`src/rtl/mips_prog_loader.sv`:
```
// mips_prog_loader: byte-stream to instruction-memory loader that holds the core in reset until the image is in.
// Define LOADER_CHECKSUM_EN to expect a trailing XOR checksum byte after the data words.
module mips_prog_loader #(
  parameter int ADDR_W = 8
) (
  input  logic              i_clk,
  input  logic              i_rst_n,
  input  logic [7:0]        i_s_data,
  input  logic              i_s_valid,
  output logic              o_s_ready,
  input  logic              i_reload,
  output logic              o_im_we,
  output logic [ADDR_W-1:0] o_im_addr,
  output logic [31:0]       o_im_wd,
  output logic              o_core_rst_n,
  output logic              o_busy,
  output logic              o_err
);
  typedef enum logic [2:0] {
    LEN_HI, LEN_LO, DATA,
`ifdef LOADER_CHECKSUM_EN
    CHK,
`endif
    RUN, ERR
  } state_t;
`ifdef LOADER_CHECKSUM_EN
  localparam state_t FIN = CHK;
  logic [7:0] cks_q;
`else
  localparam state_t FIN = RUN;
`endif
  localparam logic [16:0] CAP = 17'(1) << ADDR_W;
  state_t            state_q;
  logic [15:0]       n_q, widx_q;
  logic [1:0]        bcnt_q;
  logic [23:0]       asm_q;
  logic              we_q, core_q, rel_q;
  logic [ADDR_W-1:0] addr_q;
  logic [31:0]       wd_q;
  logic [15:0]       n_new, widx_nx;
  assign n_new        = {n_q[7:0], i_s_data};
  assign widx_nx      = widx_q + 16'd1;
  assign o_busy       = (state_q != RUN) && (state_q != ERR);
  assign o_s_ready    = o_busy;
  assign o_err        = state_q == ERR;
  assign o_core_rst_n = core_q;
  assign o_im_we      = we_q;
  assign o_im_addr    = addr_q;
  assign o_im_wd      = wd_q;
  // Release is delayed two edges past the final data byte so the last write lands first.
  always_ff @(posedge i_clk or negedge i_rst_n) begin
    if (!i_rst_n) begin
      state_q <= LEN_HI;
      n_q     <= '0;
      widx_q  <= '0;
      bcnt_q  <= '0;
      asm_q   <= '0;
      we_q    <= 1'b0;
      addr_q  <= '0;
      wd_q    <= '0;
      core_q  <= 1'b0;
      rel_q   <= 1'b0;
`ifdef LOADER_CHECKSUM_EN
      cks_q   <= '0;
`endif
    end else begin
      we_q <= 1'b0;
      if ((state_q == RUN || state_q == ERR) && i_reload) begin
        state_q <= LEN_HI;
        widx_q  <= '0;
        bcnt_q  <= '0;
        core_q  <= 1'b0;
        rel_q   <= 1'b0;
`ifdef LOADER_CHECKSUM_EN
        cks_q   <= '0;
`endif
      end else begin
        case (state_q)
          LEN_HI: if (i_s_valid) begin
            n_q     <= {8'h00, i_s_data};
            state_q <= LEN_LO;
          end
          LEN_LO: if (i_s_valid) begin
            n_q <= n_new;
            if (n_new == 16'd0) state_q <= FIN;
            else if ({1'b0, n_new} > CAP) state_q <= ERR;
            else state_q <= DATA;
          end
          DATA: if (i_s_valid) begin
            asm_q  <= {asm_q[15:0], i_s_data};
            bcnt_q <= bcnt_q + 2'd1;
`ifdef LOADER_CHECKSUM_EN
            cks_q  <= cks_q ^ i_s_data;
`endif
            if (bcnt_q == 2'd3) begin
              we_q   <= 1'b1;
              wd_q   <= {asm_q, i_s_data};
              addr_q <= widx_q[ADDR_W-1:0];
              widx_q <= widx_nx;
              if (widx_nx == n_q) state_q <= FIN;
            end
          end
`ifdef LOADER_CHECKSUM_EN
          CHK: if (i_s_valid) begin
            if (i_s_data == cks_q) begin
              state_q <= RUN;
              core_q  <= 1'b1;
            end else state_q <= ERR;
          end
`endif
          RUN: if (!core_q) begin
            rel_q  <= 1'b1;
            core_q <= rel_q;
          end
          ERR: core_q <= 1'b0;
          default: state_q <= LEN_HI;
        endcase
      end
    end
  end
endmodule

```
`config.mk`:
```
export PLATFORM = sky130hd
export DESIGN_NAME = mips_prog_loader
export DESIGN_NICKNAME = d
export VERILOG_FILES = /design/src/rtl/mips_prog_loader.sv
export SDC_FILE = /design/constraint.sdc
export NUM_CORES = 1
export LEC_CHECK = 0
export ABC_CLOCK_PERIOD_IN_PS = 2700
export CAP_MARGIN = 20
export CORE_AREA = 10 10 121 123
export DETAILED_ROUTE_END_ITERATION = 10
export DIE_AREA = 0 0 131 133
export PLACE_DENSITY = 0.56
export REMOVE_ABC_BUFFERS = 1
export SETUP_SLACK_MARGIN = 0.3
export SYNTH_ARGS = -nofsm -noshare
export SYNTH_HDL_FRONTEND = slang
export SYNTH_SLANG_ARGS = --single-unit
```
`constraint.sdc`:
```
create_clock -name i_clk -period 2.7 [get_ports i_clk]
set_clock_uncertainty 0.15 [all_clocks]
set_input_delay 0.81 -clock i_clk [delete_from_list [all_inputs] [get_ports i_clk]]
set_output_delay 0.81 -clock i_clk [all_outputs]
set_load 0.05 [all_outputs]
```
==> impl_metrics.csv <==
group,metric,value,unit
detailed_routing,vias_per_cell,4.97,
power_and_ir_drop,vdd.ir_drop.worst,0.299,mV
sta,transition_time_at_the_pin_with_the_least_slew_margin,0.517,ns
sta,setup_viol,0,
power_and_ir_drop,power.density,685,mW/mm^2
global_route,largest_net_degree_at_the_start_of_global_routing,67,
cts,worstSkewPairLatency,0.35,ns
final_layout,diodes,0,
global_route,total_gr_overflow,0,
min_path,worstHoldPathType,"in -> async",
detailed_routing,dr.pass1.iters,4,
synth,synth-seq-cells,104,
cts,clock_sinks,104,
synth,synth_edf_count,0,
global_route,met1_use_gr,17.5,%
synth,synth-warning-count,0,
global_route,globalRoute.busiestLayer,"met2",
detailed_routing,route.antenna.remaining_nets,0,
setup_path,timing.critical_path.fanout_max,3,
setup_path,cp.required,1.74,ns
global_route,met3_usage,4.63,%
setup_path,cpPeakStageDelay,0.44,ns
cts,ctsLongestPathBuffers,2,
power_and_ir_drop,total_switching_power,1320,uW
final_layout,commonest_non_fill_non_tap_cell_in_the_layout,"sky130_fd_sc_hd__nand2_1",
cts,cts.reportedPaths.clkPinSlew,0.08,ns
final_layout,number_of_fill_cells,1191,
setup_path,critPathLaunchType,"flip-flop",
global_route,global_route.usage.total,13.6,%
global_route,via_count_of_the_first_global_routing_pass,3766,
power_and_ir_drop,cell_internal_pwr,2820,uW
synth,ys_dominant_reg_cell,"sky130_fd_sc_hd__dfrtp_1",
setup_path,critical_path_arrival,1.42,ns
power_and_ir_drop,power_frac_seq,46.3,%
sta,timing.final.max_slew_violations,0,
sta,hold_slack,0.279,ns
final_layout,area_delta_synth_final,26.6,%
flow_run,max_cap_violations,0,
power_and_ir_drop,power.static_leakage,0.00308,uW
placed_design,gp_congestion,0.839,
cts,cts.htree.levels,3,
floorplan,std_cell_rows,41,
final_layout,finalInstanceArea,0.00604,sq mm
placed_design,numPortBuffers,56,
setup_path,timing.critical_path.buf_inv,2,
placed_design,dpl.hpwl,7.64,mm
floorplan,io-pin-count,57,
global_route,number_of_antenna_violations_at_the_first_check_in_global_routing,0,
run_status,status,"finished clean",
detailed_routing,initialDrtViolationCount,180,
synth,syn_avg_cell_area,9.59,sq um
floorplan,dieHeight,133,um
setup_path,crit_end_category,"output port",
power_and_ir_drop,design_power_total,4140,uW
detailed_routing,drc_violations_left,0,
sta,final_min_period_over_clock_period,88.0,%
detailed_routing,routedWlPerCell,15.1,um
setup_path,cp_cell_sequence,"nor3b_2 > o21bai_4 > inv_1 > buf_4",
sta,fin_setup_tns,0,ns
power_and_ir_drop,pwr-share-clk,31.3,%
final_layout,multi_input_comb_area,0.00207,sq mm
cts,cts_inserted_buffers,9,
sta,fmax,0.421,GHz
cts,tritoncts,"done",
synth,synth_seq_area_share,54.5,%
power_and_ir_drop,p_comb_share,22.4,%
floorplan,die_width,131,um
final_layout,final_layout_size_suffix_gt1_share,19.4,%
floorplan,total_die_area,0.0174,sq mm
synth,synth_async_sr_flop_share,100,%
floorplan,start_util,38.6,%
placed_design,place_area,0.00563,sq mm
final_layout,finalNetCount,581,
sta,grt_setup_unrepaired,"yes",
final_layout,most_frequent_cells_in_the_layout,"sky130_fd_sc_hd__nand2_1, sky130_fd_sc_hd__dfrtp_1, sky130_fd_sc_hd__dlygate4sd2_1",
global_route,global_route_wire_length_before_repair,19.2,mm
floorplan,core_region_area,0.0124,sq mm
global_route,groute.layer.met2.usage,20.6,%
final_layout,final-seq-area,0.00261,sq mm
sta,timing.max_slew.rel_slack,65.6,%
detailed_routing,wirelength,11.2,mm
synth,synth.distinct_cells,52,
setup_path,critical_path.slowest_cell,"sky130_fd_sc_hd__dfrtp_2",
cts,clockRootBuffer,"sky130_fd_sc_hd__clkbuf_16",
synth,mapped_cell_area,0.00478,sq mm
setup_path,worst-setup-path-type,"reg -> out",
synth,syn_inst,498,
sta,final_hold_viol_count,0,
detailed_routing,dr_total_vias,3700,
setup_path,cell_family_contributing_the_most_delay_on_the_critical_path,"flip-flops",
sta,period_needed,2.38,ns
power_and_ir_drop,net_switching_share_of_the_total_power,31.9,%
==> Yosys cell counts (3+ instances only) <==
cell	number	area share, %
sky130_fd_sc_hd__nand2_1	161	13
sky130_fd_sc_hd__dfrtp_1	104	54
sky130_fd_sc_hd__mux2_2	33	7.8
sky130_fd_sc_hd__o21ai_0	30	3.1
sky130_fd_sc_hd__clkbuf_1	23	1.8
sky130_fd_sc_hd__a21oi_1	18	1.9
sky130_fd_sc_hd__nor2_1	17	1.3
sky130_fd_sc_hd__xnor2_1	15	2.8
sky130_fd_sc_hd__buf_2	7	0.73
sky130_fd_sc_hd__inv_1	7	0.55
sky130_fd_sc_hd__nor3_1	7	0.73
sky130_fd_sc_hd__nand3_1	6	0.63
sky130_fd_sc_hd__xor2_1	6	1.1
sky130_fd_sc_hd__a31oi_1	5	0.65
sky130_fd_sc_hd__nor3b_1	5	0.79
sky130_fd_sc_hd__nor4_1	5	0.65
sky130_fd_sc_hd__and3_1	4	0.52
sky130_fd_sc_hd__buf_4	3	0.47
sky130_fd_sc_hd__nand4_1	3	0.39
sky130_fd_sc_hd__o31ai_1	3	0.47
==> state kept, by name, indices dropped and copies added (netlist names) <==
signal / flops
bcnt_q: 2
o_im_addr: 8
o_im_wd: 32
widx_q: 16
o_im_we: 1
asm_q: 24
state_q: 3
rel_q: 1
o_core_rst_n: 1
n_q: 16
==> worst register-to-register path: stages (launching register included) <==
cell and delay, ns:
sky130_fd_sc_hd__dfrtp_2 0.43, sky130_fd_sc_hd__ha_2 0.31, sky130_fd_sc_hd__xor2_1 0.15, sky130_fd_sc_hd__or4b_1 0.48, sky130_fd_sc_hd__nor3_2 0.12, sky130_fd_sc_hd__o2111ai_1 0.15, sky130_fd_sc_hd__nor4_2 0.25, sky130_fd_sc_hd__a31o_1 0.18
==> layout make-up <==
class	count	share of cell area (%)
multi-input cells	352	34.3
clock inverters	6	0.849
clock buffers	10	3.95
repair buffers	92	13.7
inverters	8	0.497
well taps	172	3.56
flip-flops and latches	104	43.1
==> metrics by stage <==
stage | utilization, % | cells | setup slack (ns)
6_report | 48.9 | 744 | 0.323
3_5_place_dp | 45.6 | 713 | -0.199
3_3_place_gp | 45.6 | 713 | -0.184
2_1_floorplan | - | 464 | -4.36
5_1_grt | 48.9 | 744 | 0.287
4_1_cts | 48.3 | 737 | 0.289
==> power groups by stage <==
| stage | clock [uW] | combinational (uW) | sequential, uW |
|---|---|---|---|
| after floorplan | 0 | 533 | 1910 |
| after global placement | 0 | 824 | 1950 |
| after detailed placement | 0 | 833 | 1960 |
| after CTS | 1320 | 898 | 1920 |
| after global routing | 1380 | 1030 | 1940 |
| final | 1290 | 928 | 1920 |
==> metal layers <==
metal,routed length [um],vias up
met2,5220,73
met3,698,13
met1,5120,1804
met5,0,-
met4,173,0
li1,-,1810
==> logic make-up after synthesis <==
group,after synthesis,synth area share [%]
AO/OA/AOI/OAI,73,9.14
flip-flops,104,54.5
AND/OR/NAND/NOR,222,20.3
XOR/XNOR,21,3.85
adder cells (fa/ha/maj),2,0.524
multiplexers,34,7.99
buffers and inverters,42,3.72
==> worst paths after layout <==
kind,start,end,slack (ns),depth (start not counted)
max in group asynchronous,i_rst_n,state_q[1],1.76,2
worst min register to register,o_im_addr[5],o_im_addr[5],0.32,2
worst max register to register,widx_q[0],state_q[0],0.43,7
worst min-delay path,i_rst_n,widx_q[7],0.28,2
min in group i_clk,o_im_addr[5],o_im_addr[5],0.32,2
worst max-delay path,state_q[0],o_busy,0.32,4
==> timing repair <==
action,4_1_cts,5_1_grt
hold buffers,0,0
resized for setup,57,5
endpoints found under the setup margin,46,5
pin swaps,4,5
setup buffers,8,7
Power figures use the tool's default switching activity.
